$ cat src/rtl/mips_boot_pkg.sv
// Shared types and constants for the iitk_mini_mips boot sequencer.
// ST_FAULT exists only when MIPS_BOOT_PC_CHECK_EN is defined.
package mips_boot_pkg;

  typedef enum logic [2:0] {
    ST_IDLE,
    ST_LOAD,
    ST_SETTLE,
    ST_RUN,
    ST_DONE,
    ST_TIMEOUT
`ifdef MIPS_BOOT_PC_CHECK_EN
    , ST_FAULT
`endif
  } boot_state_t;

  localparam logic [31:0] TEXT_BASE_DEFAULT = 32'h0040_0000;

  // The core's reset input is active-high.
  localparam logic CORE_RST_ON  = 1'b1;
  localparam logic CORE_RST_OFF = ~CORE_RST_ON;

endpackage

$ cat src/rtl/mips_boot_watchdog.sv
// Saturating run-cycle counter with synchronous clear and an expiry flag at MAX_CYCLES-1.
module mips_boot_watchdog #(
  parameter int unsigned CNT_W      = 32,
  parameter int unsigned MAX_CYCLES = 1000
) (
  input  logic             clk,
  input  logic             reset,
  input  logic             clear,
  input  logic             enable,
  output logic [CNT_W-1:0] count,
  output logic             expired
);

  localparam logic [CNT_W-1:0] LIMIT = CNT_W'(MAX_CYCLES - 1);

  always_ff @(posedge clk or negedge reset) begin
    if (!reset) begin
      count <= '0;
    end else if (clear) begin
      count <= '0;
    end else if (enable && (count != '1)) begin
      count <= count + CNT_W'(1);
    end
  end

  assign expired = (count == LIMIT);

endmodule

$ cat src/rtl/mips_boot_sequencer.sv
// Boot sequencer: streams a program into iitk_mini_mips through its init port, then runs it to a halt PC.
// Define MIPS_BOOT_PC_CHECK_EN to add the text-segment PC range check and the FAULT exit.
module mips_boot_sequencer
  import mips_boot_pkg::*;
#(
  parameter int unsigned ADDR_W        = 12,
  parameter int unsigned DATA_W        = 32,
  parameter int unsigned CNT_W         = 32,
  parameter int unsigned MAX_CYCLES    = 1000,
  parameter int unsigned SETTLE_CYCLES = 2,
  parameter logic [31:0] TEXT_BASE     = TEXT_BASE_DEFAULT
) (
  input  logic              clk,
  input  logic              reset,
  input  logic              start,
  input  logic [ADDR_W:0]   prog_len,
  input  logic [31:0]       halt_pc,
  input  logic              host_valid,
  input  logic [DATA_W-1:0] host_data,
  output logic              host_ready,
  output logic              core_reset,
  output logic              core_init_mode,
  output logic              core_write_enable,
  output logic [ADDR_W-1:0] core_init_address,
  output logic [DATA_W-1:0] core_init_instruction,
  input  logic [31:0]       core_pc,
  output logic              busy,
  output logic              done,
  output logic              timeout,
  output logic              pc_fault,
  output logic [CNT_W-1:0]  run_cycles
);

  localparam logic [ADDR_W:0]  MAX_LEN  = {1'b1, {ADDR_W{1'b0}}};
  localparam logic [ADDR_W:0]  ONE      = {{ADDR_W{1'b0}}, 1'b1};
  localparam int unsigned      SET_W    = (SETTLE_CYCLES > 1) ? $clog2(SETTLE_CYCLES) : 1;
  localparam logic [SET_W-1:0] SET_LAST = SET_W'(SETTLE_CYCLES - 1);

  if ((SETTLE_CYCLES < 1) || (MAX_CYCLES < 1) || (TEXT_BASE[1:0] != 2'b00)) begin : g_bad_param
    $error("mips_boot_sequencer: illegal parameter set");
  end

  boot_state_t      state, state_next;
  logic [ADDR_W:0]  len_q, index_q;
  logic [31:0]      halt_q;
  logic [SET_W-1:0] settle_q;
  logic             waiting, start_ok, launch, handshake, last_word, halt_hit;
  logic             run_en, wd_expired;

  assign waiting   = (state != ST_LOAD) && (state != ST_SETTLE) && (state != ST_RUN);
  assign start_ok  = start && (prog_len != '0) && (prog_len <= MAX_LEN);
  assign launch    = waiting && start_ok;
  assign handshake = (state == ST_LOAD) && host_valid && host_ready;
  assign last_word = ((index_q + ONE) == len_q);
  assign halt_hit  = (core_pc == halt_q);
  assign run_en    = (state == ST_RUN);

`ifdef MIPS_BOOT_PC_CHECK_EN
  logic [31:0] text_end;
  logic        pc_bad;

  assign text_end = TEXT_BASE + (32'(len_q) << 2);
  assign pc_bad   = (core_pc < TEXT_BASE) || (core_pc >= text_end);
`endif

  mips_boot_watchdog #(
    .CNT_W      (CNT_W),
    .MAX_CYCLES (MAX_CYCLES)
  ) u_watchdog (
    .clk     (clk),
    .reset   (reset),
    .clear   (launch),
    .enable  (run_en),
    .count   (run_cycles),
    .expired (wd_expired)
  );

  always_comb begin
    state_next = state;
    case (state)
      ST_LOAD:   if (handshake && last_word) state_next = ST_SETTLE;
      ST_SETTLE: if (settle_q == SET_LAST)   state_next = ST_RUN;
      ST_RUN: begin
        if (halt_hit) state_next = ST_DONE;
`ifdef MIPS_BOOT_PC_CHECK_EN
        else if (pc_bad) state_next = ST_FAULT;
`endif
        else if (wd_expired) state_next = ST_TIMEOUT;
      end
      default:   if (launch) state_next = ST_LOAD;
    endcase
  end

  always_ff @(posedge clk or negedge reset) begin
    if (!reset) begin
      state                 <= ST_IDLE;
      host_ready            <= 1'b0;
      busy                  <= 1'b0;
      core_reset            <= CORE_RST_ON;
      core_init_mode        <= 1'b1;
      core_write_enable     <= 1'b0;
      core_init_address     <= '0;
      core_init_instruction <= '0;
      done                  <= 1'b0;
      timeout               <= 1'b0;
      len_q                 <= '0;
      index_q               <= '0;
      halt_q                <= '0;
      settle_q              <= '0;
    end else begin
      state             <= state_next;
      host_ready        <= (state_next == ST_LOAD);
      busy              <= (state_next == ST_LOAD) || (state_next == ST_SETTLE) ||
                           (state_next == ST_RUN);
      core_reset        <= (state_next == ST_RUN) ? CORE_RST_OFF : CORE_RST_ON;
      // init mode stays up for the cycle that writes the final word
      core_init_mode    <= (state_next == ST_IDLE) || (state_next == ST_LOAD) || handshake;
      core_write_enable <= handshake;
      settle_q          <= (state == ST_SETTLE) ? settle_q + SET_W'(1) : '0;
      if (handshake) begin
        core_init_address     <= index_q[ADDR_W-1:0];
        core_init_instruction <= host_data;
        index_q               <= index_q + ONE;
      end
      if (launch) begin
        len_q   <= prog_len;
        halt_q  <= halt_pc;
        index_q <= '0;
        done    <= 1'b0;
        timeout <= 1'b0;
      end else begin
        if (run_en && (state_next == ST_DONE))    done    <= 1'b1;
        if (run_en && (state_next == ST_TIMEOUT)) timeout <= 1'b1;
      end
    end
  end

`ifdef MIPS_BOOT_PC_CHECK_EN
  always_ff @(posedge clk or negedge reset) begin
    if (!reset) begin
      pc_fault <= 1'b0;
    end else if (launch) begin
      pc_fault <= 1'b0;
    end else if (run_en && (state_next == ST_FAULT)) begin
      pc_fault <= 1'b1;
    end
  end
`else
  assign pc_fault = 1'b0;
`endif

endmodule

$ cat config.mk
export PLATFORM = sky130hd
export DESIGN_NAME = mips_boot_sequencer
export DESIGN_NICKNAME = d
export VERILOG_FILES = /design/src/rtl/mips_boot_pkg.sv /design/src/rtl/mips_boot_watchdog.sv /design/src/rtl/mips_boot_sequencer.sv
export SDC_FILE = /design/constraint.sdc
export NUM_CORES = 1
export LEC_CHECK = 0
export BUFFER_PORTS_ARGS = -buffer_cell sky130_fd_sc_hd__buf_2
export CAP_MARGIN = 5
export CORE_MARGIN = 3
export CORE_UTILIZATION = 45
export DETAILED_ROUTE_END_ITERATION = 10
export PLACE_DENSITY = 0.82
export SYNTH_ARGS = -nofsm -noshare
export SYNTH_HDL_FRONTEND = slang
export SYNTH_SLANG_ARGS = --single-unit
$ cat constraint.sdc
create_clock -name clk -period 4.8 [get_ports clk]
set_input_delay 0.96 -clock clk [delete_from_list [all_inputs] [get_ports clk]]
set_output_delay 0.96 -clock clk [all_outputs]
set_load 0.01 [all_outputs]
== Yosys cells after proc, flatten, opt, wreduce, memory -nomap -nowiden ==
Index checks and enable logic that the tools add are counted.

* Add/sub/neg operators: 3
* Order comparisons: 1
* Equal/unequal tests: 15
* Muxes and demuxes: 16
* Reduce and logical (&&, ||, !) cells: 21

{| class="wikitable"
|+ Operators by type and width
! kind !! number
|-
| two-way mux 32 bit || 2
|-
| adder 32 x 1 -> 32 bit (second input constant) || 1
|-
| equality test 32 x 10 -> 1 bit (second input constant) || 1
|-
| equality test 32 bit || 1
|-
| inequality test 32 bit (second input constant) || 1
|-
| two-way mux 13 bit || 2
|-
| two-way mux 3 bit || 5
|-
| adder 13 x 1 -> 13 bit (second input constant) || 1
|-
| equality test 13 bit || 1
|-
| less-or-equal comparator 13 bit (second input constant) || 1
|-
| nonzero test 13 bit || 1
|-
| equality test 3 x 2 -> 1 bit (second input constant) || 4
|-
| logical AND 1 bit || 11
|-
| one-hot mux 3 bit (3 select lines) || 1
|-
| nonzero test 2 bit || 4
|-
| equality test 3 x 1 -> 1 bit (second input constant) || 2
|-
| equality test 3 bit (second input constant) || 2
|-
| two-way mux 1 bit || 6
|-
| inequality test 3 x 2 -> 1 bit (second input constant) || 2
|-
| logical OR 1 bit || 4
|-
| zero test 3 bit || 1
|-
| inequality test 3 x 1 -> 1 bit (second input constant) || 1
|-
| adder 1 bit (second input constant) || 1
|}

* Register bits after elaboration: 145
* Input port bits: 113
* Output and inout bits: 84
* Word-level logic and storage cells: 71

== Longest topological paths before layout ==
Gate-level depths: netlist of the first run.

* Depth after elaboration: 10
* Gate-level depth with buffers: 9
* Mapped depth without buffers: 8

== Cells and area by module ==
A second synthesis of the first run with hierarchy kept.

* Cell total of the unflattened synthesis: 801
* Area total of the unflattened synthesis: 7,209.4 µm²

{| class="wikitable"
|+ Modules (own cells, without submodules)
! module !! times used !! cells an instance !! area each (µm²) !! seq. area each (µm²)
|-
| mips_boot_sequencer || 1 || 594 || 5,251.3 || 2,830.2
|-
| mips_boot_watchdog || 1 || 207 || 1,958.1 || 800.8
|}

== Worst setup path after synthesis of the first run ==
Ideal clock, no wire load.

* Path kind: input port to flip-flop
* Start: input port prog_len[2]
* End: register host_ready
* Arrival: 2.602 ns
* Required time: 4.666 ns
* Setup slack: 2.065 ns
* Stages: 8
* Cell sequence: nor4_1 nand4_1 and4b_1 clkbuf_1 a311o_1 o211ai_1 a21bo_1 nor3b_1

* Longest elaborated chain between the ends: 7

{| class="wikitable"
|+ RTL lines
! element !! RTL line !! text
|-
| start, declared || mips_boot_sequencer.sv:16 || <nowiki>input logic [ADDR_W:0] prog_len,</nowiki>
|-
| branches (longest 2 deep; another with less-or-equal comparator 13 bit) || -- ||
|-
| logical AND 1 bit * || mips_boot_sequencer.sv:51 || <nowiki>assign start_ok = start && (prog_len != '0) && (prog_len <= MAX_LEN);</nowiki>
|-
| logical AND 1 bit * || mips_boot_sequencer.sv:52 || <nowiki>assign launch = waiting && start_ok;</nowiki>
|-
| two-way mux 3 bit * || mips_boot_sequencer.sv:90 || <nowiki>default: if (launch) state_next = ST_LOAD;</nowiki>
|-
| one-hot mux 3 bit (3 select lines) * || mips_boot_sequencer.sv:80 || <nowiki>case (state)</nowiki>
|-
| named net state_next[0] || mips_boot_sequencer.sv:43 || <nowiki>boot_state_t state, state_next;</nowiki>
|-
| equality test 3 x 1 -> 1 bit * || mips_boot_sequencer.sv:112 || <nowiki>host_ready <= (state_next == ST_LOAD);</nowiki>
|-
| end signal, assigned || mips_boot_sequencer.sv:112 ||
|-
| end, declared || mips_boot_sequencer.sv:20 || <nowiki>output logic host_ready,</nowiki>
|}

Mark *: on every way through the listed nets, which the timed path passes.
A chain may end at the register's enable or synchronous reset.

== Final worst setup path of the first run ==
* Start: register state[1]
* End: register index_q[9]

* Longest elaborated chain between the ends: 5

{| class="wikitable"
|+ RTL lines
! element !! RTL line !! text
|-
| start, declared || mips_boot_sequencer.sv:43 ||
|-
| start signal, assigned || mips_boot_sequencer.sv:111 || <nowiki>state <= state_next;</nowiki>
|-
| inequality test 3 x 1 -> 1 bit / inequality test 3 x 2 -> 1 bit (equally long branches) || mips_boot_sequencer.sv:50 || <nowiki>assign waiting = (state != ST_LOAD) && (state != ST_SETTLE) && (state != ST_RUN);</nowiki>
|-
| logical AND 1 bit (2 in series) || mips_boot_sequencer.sv:50 ||
|-
| logical AND 1 bit || mips_boot_sequencer.sv:52 ||
|-
| two-way mux 13 bit / nonzero test 2 bit (equally long branches) || -- ||
|-
| end signal, assigned || mips_boot_sequencer.sv:123 || <nowiki>index_q <= index_q + ONE;</nowiki>
|-
| end, declared || mips_boot_sequencer.sv:44 || <nowiki>logic [ADDR_W:0] len_q, index_q;</nowiki>
|}

Several ways; a longest one is shown, not always the timed one.

==> flow_metrics.env, run 1 <==
export IMPL_setup_viol=0
export IMPL_synth_fp_nets=887
export IMPL_regToRegSetupSlack_ns=1.57
export IMPL_coreArea_um2=14800
export IMPL_final_cells=1155
export IMPL_grt_usage_pct=21.6
export IMPL_cp_data_required_time_ns=5.06
export IMPL_wl_um=17800
export IMPL_grt_max_degree=94
export IMPL_chipHeight_um=130
export IMPL_syn_area_per_cell_um2=9.00
export IMPL_ys_ff_latch=145
export IMPL_crit_top_cell="nor2_1"
export IMPL_ys_flop_type="dfrtp_1"
export IMPL_post_cts_setup_buffers=0
export IMPL_synth_edf_count=0
export IMPL_drt_vias_per_instance=5.25
export IMPL_timing_rr_start="state[1]$_DFF_PN0_"
export IMPL_clk_pin_slew_ns=0.06
export IMPL_holdBufCountCts=0
export IMPL_setup_tns_ns=0
export IMPL_antenna_found_initial=1
export IMPL_drtIter0Drc=353
export IMPL_max_freq_mhz=310
export IMPL_layout_common_cells="nand2_1 (293), buf_2 (194), dfrtp_1 (143)"
export IMPL_placementRows=44
export IMPL_combPwrFrac_pct=28.7
export IMPL_met1_usage_pct=26.7
export IMPL_clockBufferDepth=2
export IMPL_dieArea_um2=17000
export IMPL_fin_crit_sh_pct=67.3
export IMPL_worstSetupEndpointType="flip-flop"
export IMPL_dp_cells=1123
export IMPL_dpl_cell_area_um2=8030
export IMPL_rr_endpoint="index_q[9]$_DFFE_PN0P_"
export IMPL_stdcell_area_um2=8680
export IMPL_dp_hpwl_um=12500
export IMPL_cp_start_kind="flip-flop"
export IMPL_drive_gt1_share_pct=25.5
export IMPL_p_sw_mw=1.63
export IMPL_gr_usage_met2_pct=36.4
export IMPL_antennaDiodeCount=0
export IMPL_mostFrequentLayoutCell="nand2_1"
export IMPL_hp_class="reg2reg"
export IMPL_cts_sinks=145
export IMPL_use_met3_pct=7.20
export IMPL_netlist_instances=772
export IMPL_tightest_slew_ns=0.943
export IMPL_hp_start="settle_q$_DFF_PN0_"
export IMPL_clk_latency_ns=0.42
export IMPL_synth_distinct_cells=60
export IMPL_skew_ns=0.00781
export IMPL_final_util_pct=58.6
export IMPL_p_per_area_nw_per_um2=554
export IMPL_htreeDepth=4
export IMPL_worstPathCellList="nor3b_1, nand3_2, inv_2, nand2_1, nor2_1, nand3_1, xor2_1, nor2_1"
export IMPL_pwr_share_clk_pct=30.0
export IMPL_critPathLaunch="state[1]$_DFF_PN0_"
export IMPL_finalMaxSlewViolations=0
export IMPL_ir_drop_mv=0.323
export IMPL_drtPass1Iterations=5
export IMPL_cp_arrival_ns=3.49
export IMPL_layout_min_cycle_time_ns=3.23
export IMPL_drcViolationCount=0
export IMPL_grt_pass1_wl_um=28900
export IMPL_placement_io_buffers=195
export IMPL_slowest_stage="inv_2"
export IMPL_ys_seq_area_share_pct=52.3
export IMPL_whs_endpoint="settle_q$_DFF_PN0_"
export IMPL_cts_buffers=17
export IMPL_start_util_pct=46.9
export IMPL_critPathMaxFanout=50
export IMPL_drv_cap=0
export IMPL_holdPathStages=1
export IMPL_status="finished clean"
export IMPL_leakagePower_nw=4.47
export IMPL_ys_async_sr_fraction_pct=100
export IMPL_gr_max_usage_layer="met2"
export IMPL_swShare_pct=34.0
export IMPL_antenna_left=0
export IMPL_worstSetupPathType="reg2reg"
export IMPL_hold_ws_ns=0.461
export IMPL_area_growth_pct=24.9
export IMPL_hold_viol=0
export IMPL_reg2regPathDepth=8
export IMPL_post_drt_wl_per_cell_um=15.4
export IMPL_cts_tree="yes"
export IMPL_overflow=0
export IMPL_num_vias=6059
export IMPL_grt_pass1_vias=5974
export IMPL_fp_dieW_um=130
export IMPL_synth_warning_count=0
export IMPL_rsz0062_at_grt="no"
export IMPL_io_pins=197
export IMPL_relSlewSlack_pct=37.0
export IMPL_power_internal_mw=3.17
export IMPL_critical_path_max_stage_delay_ns=0.86
export IMPL_root_buffer="clkbuf_16"
export IMPL_fin_nets=1073
export IMPL_syn_area_um2=6950
export IMPL_place_congestion=0.843
export IMPL_p_seq_share_pct=41.3
export IMPL_cts_resized_gates=0
layer usage:
metal,wire (um),up-vias
li1,-,2916
met1,7300,2897
met2,8780,219
met3,1410,25
met4,269,2
met5,10,-
synthesized netlist by cell type (all sizes together), types with 10 or more instances:
master,number,area (um2)
dfrtp,143,3580
xor2,27,236
a21oi,10,50.1
clkbuf,21,98.9
nand2,294,1110
nor4,16,121
nand3,16,92.6
nand4,22,144
buf,12,72.6
nor2,53,199
xnor2,56,490
cells by family (layout without fill, tap and decap cells):
family                     count (synthesis)  after routing  share of synthesized area [%]
buffers and inverters                     42            241                           2.95
and+or+nand+nor                          455            455                           29.4
AOI/OAI and AO/OA                         44             44                           4.49
xor gates and xnor gates                  83             83                           10.5
other                                      1              1                         0.0540
adders and majority gates                  2              2                          0.360
DFF                                      145            145                           52.3
worst max path at each step:
stage / slack, ns / endpoint / depth (start not counted)
after CTS: 1.51 / index_q[9]$_DFFE_PN0P_ / 8
after detailed placement: 1.23 / host_ready$_DFF_PN0_ / 7
after floorplan: 2.06 / host_ready$_DFF_PN0_ / 8
after global placement: 1.23 / host_ready$_DFF_PN0_ / 7
after global routing: 1.19 / index_q[9]$_DFFE_PN0P_ / 8
final: 1.57 / index_q[9]$_DFFE_PN0P_ / 8
worst max-delay path: cells and delay by family, from the launching register on:
| family | cells | cell delay (ns) |
|---|---|---|
| DFF | 1 | 0.46 |
| xor gates and xnor gates | 1 | 0.16 |
| buffers and inverters | 1 | 0.86 |
| and+or+nand+nor | 6 | 1.58 |
sequential cells by signal (all words and copies together), names as in the netlist:
name                   count
core_init_address         12
core_init_mode             1
index_q                   13
host_ready                 1
u_watchdog.count          32
len_q                     13
timeout                    1
core_write_enable          1
state                      3
core_reset                 1
core_init_instruction     32
busy                       1
halt_q                    32
settle_q                   1
done                       1
stage by stage:
stage / power, mW / worst slack [ns]
after floorplan: 2.85 / 2.06
after global placement: 3.32 / 1.23
after detailed placement: 3.39 / 1.23
after CTS: 4.85 / 1.51
after global routing: 5.14 / 1.19
final: 4.81 / 1.57
final cells by class:
| cell class | instances | area [um2] |
|---|---|---|
| Clock buffer | 22 | 464 |
| Clock inverter | 10 | 184 |
| Fill cell | 1303 | 6130 |
| Inverter | 9 | 33.8 |
| Multi-Input combinational cell | 585 | 3120 |
| Sequential cell | 145 | 3630 |
| Tap cell | 184 | 230 |
| Timing Repair Buffer | 200 | 1020 |
power groups by stage:
stage | logic, mW | registers (mW) | clock network, mW
2_1_floorplan | 0.834 | 2.01 | 0
3_3_place_gp | 1.34 | 1.98 | 0
3_5_place_dp | 1.40 | 1.99 | 0
4_1_cts | 1.41 | 1.98 | 1.46
5_1_grt | 1.57 | 2.04 | 1.53
6_report | 1.38 | 1.98 | 1.44
No activity file was read; power rests on OpenSTA's default activity.
==> run 2, diff against run 1 <==
Settings changed: ABC_AREA set to 1, PLACE_DENSITY 0.82 to 0.81.
Clock period 4.8 ns to 3 ns, I/O delays scaled along.
==> run 2 against run 1 <==
Register-to-register slack got worse by 0.87 ns. First-iteration DRC count rose by 36%. Synthesized cell count rose by 24%. Clock power rose by 46%. Critical endpoint is now timeout$_DFFE_PN0P_. Largest power group unchanged.
==> flow_metrics.env, run 2 <==
export IMPL_drtIter0Drc=481
export IMPL_holdBufCountCts=0
export IMPL_cts_tree="yes"
export IMPL_post_cts_setup_buffers=0
export IMPL_final_util_pct=57.5
export IMPL_worstSetupEndpointType="flip-flop"
export IMPL_antenna_found_initial=2
export IMPL_area_growth_pct=24.7
export IMPL_coreArea_um2=15900
export IMPL_worstSetupPathType="reg2reg"
export IMPL_grt_pass1_vias=6756
export IMPL_antenna_left=0
export IMPL_start_util_pct=46.1
export IMPL_tightest_slew_ns=1.03
export IMPL_cp_start_kind="flip-flop"
export IMPL_drt_vias_per_instance=4.96
export IMPL_max_freq_mhz=434
export IMPL_layout_min_cycle_time_ns=2.30
export IMPL_fin_crit_sh_pct=76.8
export IMPL_synth_edf_count=0
export IMPL_num_vias=6866
export IMPL_hold_viol=0
export IMPL_ys_flop_type="dfrtp_1"
export IMPL_dp_hpwl_um=14500
export IMPL_ys_ff_latch=145
export IMPL_io_pins=197
export IMPL_clockBufferDepth=2
export IMPL_clk_latency_ns=0.41
export IMPL_synth_distinct_cells=42
export IMPL_place_ws_ns=0.607
export IMPL_critPathMaxFanout=22
export IMPL_yosysTopAreaCellShare_pct=48.8
export IMPL_grt_max_degree=65
export IMPL_place_congestion=0.961
export IMPL_placement_io_buffers=195
export IMPL_cts_buffers=17
export IMPL_biggestRegsByFlops="core_init_instruction x32, halt_q x32, u_watchdog.count x32"
export IMPL_mostFrequentLayoutCell="nand2_1"
export IMPL_reg2regPathDepth=14
export IMPL_status="finished clean"
export IMPL_synth_warning_count=0
export IMPL_drive_gt1_share_pct=23.1
export IMPL_placementRows=46
export IMPL_drtPass1Iterations=5
export IMPL_netlist_instances=957
export IMPL_clk_pin_slew_ns=0.06
export IMPL_post_drt_wl_per_cell_um=13.9
export IMPL_finalMaxSlewViolations=0
export IMPL_skew_ns=0.00953
export IMPL_ir_drop_mv=0.353
export IMPL_cts_sinks=145
export IMPL_layout_setup_ws_ns=0.695
export IMPL_grt_pass1_wl_um=32100
export IMPL_grt_usage_pct=22.2
export IMPL_synth_top_area_cell="dfrtp_1"
export IMPL_ys_top_cells_by_area="dfrtp_1 (49%), nand2_1 (18%), inv_1 (5.1%)"
export IMPL_p_per_area_nw_per_um2=552
export IMPL_drv_cap=0
export IMPL_fin_nets=1268
export IMPL_syn_area_per_cell_um2=7.66
export IMPL_setup_viol=0
export IMPL_yosysMostFrequentCell="nand2_1"
export IMPL_fp_dieW_um=134
export IMPL_cts_resized_gates=0
export IMPL_setup_tns_ns=0
export IMPL_hold_ws_ns=0.0683
export IMPL_synth_fp_nets=1072
export IMPL_dieArea_um2=17900
export IMPL_netlist_top_cells_count="nand2_1 (354), dfrtp_1 (143), inv_1 (100)"
export IMPL_layout_common_cells="nand2_1 (353), buf_2 (194), dfrtp_1 (143)"
export IMPL_ys_seq_area_share_pct=49.5
export IMPL_ys_async_sr_fraction_pct=100
export IMPL_rsz0062_at_grt="no"
export IMPL_drcViolationCount=0
export IMPL_syn_area_um2=7330
export IMPL_hp_class="in2async"
export IMPL_cp_arrival_ns=2.61
export IMPL_overflow=0
export IMPL_htreeDepth=4
export IMPL_leakagePower_nw=5.01
export IMPL_wl_um=19200
export IMPL_root_buffer="clkbuf_16"
export IMPL_relSlewSlack_pct=31.3
export IMPL_cp_data_required_time_ns=3.30
export IMPL_chipHeight_um=134
-- run 2: changes by cell type after synthesis, moves of 11 or more --
| cell | before | now |
|---|---|---|
| o21ai_0 | 7 | 51 |
| a21oi_1 | 10 | 21 |
| nand2_1 | 293 | 354 |
| inv_1 | 9 | 100 |
| nand3_1 | 15 | 49 |
| nor2_1 | 53 | 68 |
| xor2_1 | 27 | 7 |
| nor3_1 | 7 | 22 |
| xnor2_1 | 56 | 19 |
| o21ai_1 | 0 | 11 |
-- run 2: stage by stage --
step	total power [mW]	std cells	instance area, um2
2_1_floorplan	2.69	957	7330
3_3_place_gp	2.96	1350	8550
3_5_place_dp	2.98	1350	8550
4_1_cts	5.10	1382	9140
5_1_grt	5.31	1384	9140
6_report	5.05	1384	9140
-- run 2: per-layer routing --
layer  part of all wire, %  up-vias  wire [um]  global-route usage, %
met5                     0        -          0                      0
met4                   1.9        0        360                   9.09
met3                   5.7       30       1090                   5.10
met2                    50      219       9530                   36.8
met1                    43     3174       8260                   28.3
li1                      -     3443          -                      -
-- run 2: logic make-up (layout without fill, tap and decap cells) --
family	Yosys count	after routing	share of synthesized area, %
and+or+nand+nor	551	551	32.3
DFF	145	145	49.5
buffers and inverters	130	339	7.00
AOI/OAI and AO/OA	102	102	7.65
xor gates and xnor gates	26	26	3.11
adders and majority gates	2	2	0.341
other	1	3	0.0512
-- run 2: final timing paths --
kind	start	endpoint	slack, ns
hold / removal	reset	u_watchdog.count[3]$_DFFE_PN0P_	0.07
min in group clk	halt_pc[1]	halt_q[1]$_DFFE_PN0P_	0.38
hold reg to reg	settle_q$_DFF_PN0_	settle_q$_DFF_PN0_	0.43
setup reg to reg	state[1]$_DFF_PN0_	timeout$_DFFE_PN0P_	0.70
max in group asynchronous	reset	core_init_instruction[3]$_DFFE_PN0P_	2.13
setup / recovery	state[1]$_DFF_PN0_	timeout$_DFFE_PN0P_	0.70
-- run 2: final cells by class --
cell class                 instances  area [um2]
sequential                       145        3630
clock inverter                    11         128
clock buffer                      21         460
tap                              216         270
inverter                         105         394
multi-input combinational        682        3190
timing repair buffer             202        1060
fill                            1485        6750
antenna                            2        5.00
-- run 2: power breakdown --
group / total (mW) / internal, mW / switching (mW)
Sequential: 2.23 / 2.11 / 0.128
Combinational: 0.710 / 0.282 / 0.428
Clock: 2.10 / 1.28 / 0.830
Total: 5.05 / 3.66 / 1.39
-- run 2: critical path: stages (launching register included) --
cell,delay (ns)
dfrtp_1,0.39
inv_1,0.15
nand3_1,0.17
nor2_4,0.46
nand3_1,0.16
nor2_1,0.11
nand3_1,0.08
nor2_1,0.10
nand4_1,0.16
nand2_1,0.10
nand2_1,0.06
nand2_2,0.10
inv_2,0.05
nand2_1,0.06
nand2_1,0.05
==> run 3, diff against run 2 <==
Settings changed: ABC_AREA 1 to 0, PLACE_DENSITY 0.81 to 0.82.
Clock period 3 ns to 2.3 ns, I/O delays scaled along.
==> run 3 against run 2 <==
Sequential power rose by 81%. Register-to-register slack got worse by 0.82 ns. Die area shrank 5.0%. First-iteration DRC count up 0.62%. Hold slack got worse by 0.060 ns. Core utilization grew 5.7 points. Routed wire length up 2.0%. Clock skew down 0.0025 ns. Critical endpoint is now host_ready$_DFF_PN0_. Setup slack lost 0.82 ns. The run now ends with setup timing left.
==> flow_metrics.env, run 3 (synthesized netlist as in run 1, its figures left out) <==
export IMPL_status="finished with violations"
export IMPL_violations="setup timing"
export IMPL_clk_pin_slew_ns=0.06
export IMPL_wl_met3_um=1180
export IMPL_top_layer="met4"
export IMPL_cp_start_kind="flip-flop"
export IMPL_drv_cap=0
export IMPL_setup_viol=2
export IMPL_cp_arrival_ns=2.71
export IMPL_drt_vias_per_instance=5.15
export IMPL_rr_endpoint="host_ready$_DFF_PN0_"
export IMPL_cts_buffers=17
export IMPL_antenna_left=0
export IMPL_dieArea_um2=17000
export IMPL_start_util_pct=46.9
export IMPL_p_per_area_nw_per_um2=1090
export IMPL_layout_common_cells="nand2_1 (293), buf_2 (194), dfrtp_1 (135)"
export IMPL_critPathMaxFanout=5
export IMPL_fin_crit_sh_pct=106
export IMPL_tightest_slew_ns=0.594
export IMPL_finalMaxSlewViolations=0
export IMPL_drcViolationCount=0
export IMPL_reg2regPathDepth=7
export IMPL_wl_met2_um=9780
export IMPL_hp_class="in2async"
export IMPL_wl_um=19600
export IMPL_coreArea_um2=14800
export IMPL_grt_pass1_vias=6124
export IMPL_grt_max_degree=59
export IMPL_relSlewSlack_pct=60.4
export IMPL_antenna_found_initial=0
export IMPL_clockBufferDepth=2
export IMPL_fp_dieW_um=130
export IMPL_holdBufCountCts=0
export IMPL_placementRows=44
export IMPL_dp_hpwl_um=14400
export IMPL_cts_tree="yes"
export IMPL_cp_data_required_time_ns=2.58
export IMPL_place_congestion=0.904
export IMPL_drtPass1Iterations=5
export IMPL_area_growth_pct=34.8
export IMPL_biggestRegsByFlops="core_init_instruction x32, halt_q x32, u_watchdog.count x32"
export IMPL_hold_viol=0
export IMPL_placement_io_buffers=195
export IMPL_grt_usage_pct=22.9
export IMPL_worstSetupEndpointType="flip-flop"
export IMPL_htreeDepth=4
export IMPL_regToRegSetupSlack_ns=-0.13
export IMPL_drive_gt1_share_pct=33.9
export IMPL_timing_rr_start="index_q[6]$_DFFE_PN0P_"
export IMPL_root_buffer="clkbuf_16"
export IMPL_fin_nets=1152
export IMPL_chipHeight_um=130
export IMPL_cts_sinks=145
export IMPL_setup_tns_ns=-0.134
export IMPL_skew_ns=0.00705
export IMPL_overflow=0
export IMPL_grt_pass1_wl_um=30200
export IMPL_ir_drop_mv=0.631
export IMPL_antennaDiodeCount=0
export IMPL_clk_latency_ns=0.42
export IMPL_drtIter0Drc=484
export IMPL_num_vias=6358
export IMPL_wl_met1_um=8090
export IMPL_worstSetupPathType="reg2reg"
export IMPL_post_drt_wl_per_cell_um=15.9
export IMPL_layout_min_cycle_time_ns=2.43
export IMPL_place_ws_ns=-0.102
export IMPL_mostFrequentLayoutCell="nand2_1"
export IMPL_leakagePower_nw=4.86
export IMPL_io_pins=197
export IMPL_max_freq_mhz=412
export IMPL_rsz0062_at_grt="yes"
export IMPL_layout_setup_ws_ns=-0.127
run 3: timing repair:
action | 4_1_cts | 5_1_grt
cloned | 0 | 0
pin swaps | 1 | 10
resized for setup | 0 | 31
setup endpoints to repair | 2 | 51
buffers inserted | 0 | 7
run 3: worst max-delay path by stage:
| stage | start | endpoint |
|---|---|---|
| floorplan | index_q[1]$_DFFE_PN0P_ | host_ready$_DFF_PN0_ |
| global placement | index_q[4]$_DFFE_PN0P_ | host_ready$_DFF_PN0_ |
| detailed placement | index_q[1]$_DFFE_PN0P_ | host_ready$_DFF_PN0_ |
| CTS | index_q[1]$_DFFE_PN0P_ | host_ready$_DFF_PN0_ |
| global route | index_q[6]$_DFFE_PN0P_ | host_ready$_DFF_PN0_ |
| finish | index_q[6]$_DFFE_PN0P_ | host_ready$_DFF_PN0_ |
run 3: per-layer routing:
metal / vias up / global-route usage (%)
met4: 0 / 7.76
met1: 3041 / 29.1
li1: 3053 / -
met5: - / 0
met3: 45 / 6.22
met2: 219 / 37.7
run 3: final cells by class:
type | count | area [um2]
tap | 184 | 230
timing repair buffer | 279 | 1650
inverter | 9 | 33.8
clock buffer | 19 | 453
clock inverter | 13 | 111
sequential | 145 | 3640
multi-input combinational | 585 | 3250
fill | 1248 | 5440
run 3: metrics by stage:
| step | total power, mW | cells | hold slack (ns) | cell area, um2 | utilization [%] |
|---|---|---|---|---|---|
| after CTS | 10.1 | 1227 | 0.0212 | 9180 | 62.0 |
| after detailed placement | 7.44 | 1195 | 0.432 | 8610 | 58.2 |
| after floorplan | 5.96 | 772 | 0.164 | 6960 | - |
| after global routing | 10.9 | 1234 | 0.0336 | 9370 | 63.2 |
| final | 10.2 | 1234 | 0.00849 | 9370 | 63.2 |
| after global placement | 7.32 | 1195 | 0.434 | 8610 | 58.2 |
run 3: power breakdown:
part           switching [mW]  leakage [nW]  total (mW)  internal [mW]
clock                    1.07         0.271        2.61           1.54
combinational            1.97          2.73        3.56           1.59
sequential              0.635          1.86        4.04           3.41
run 3: critical path, stage by stage (launching register included):
cell and delay [ns]:
dfrtp_1 0.42, nand4_2 0.21, or3_4 0.42, o31ai_2 0.18, nand4_1 0.13, or4_4 0.56
a21bo_1 0.23, nor3b_1 0.14
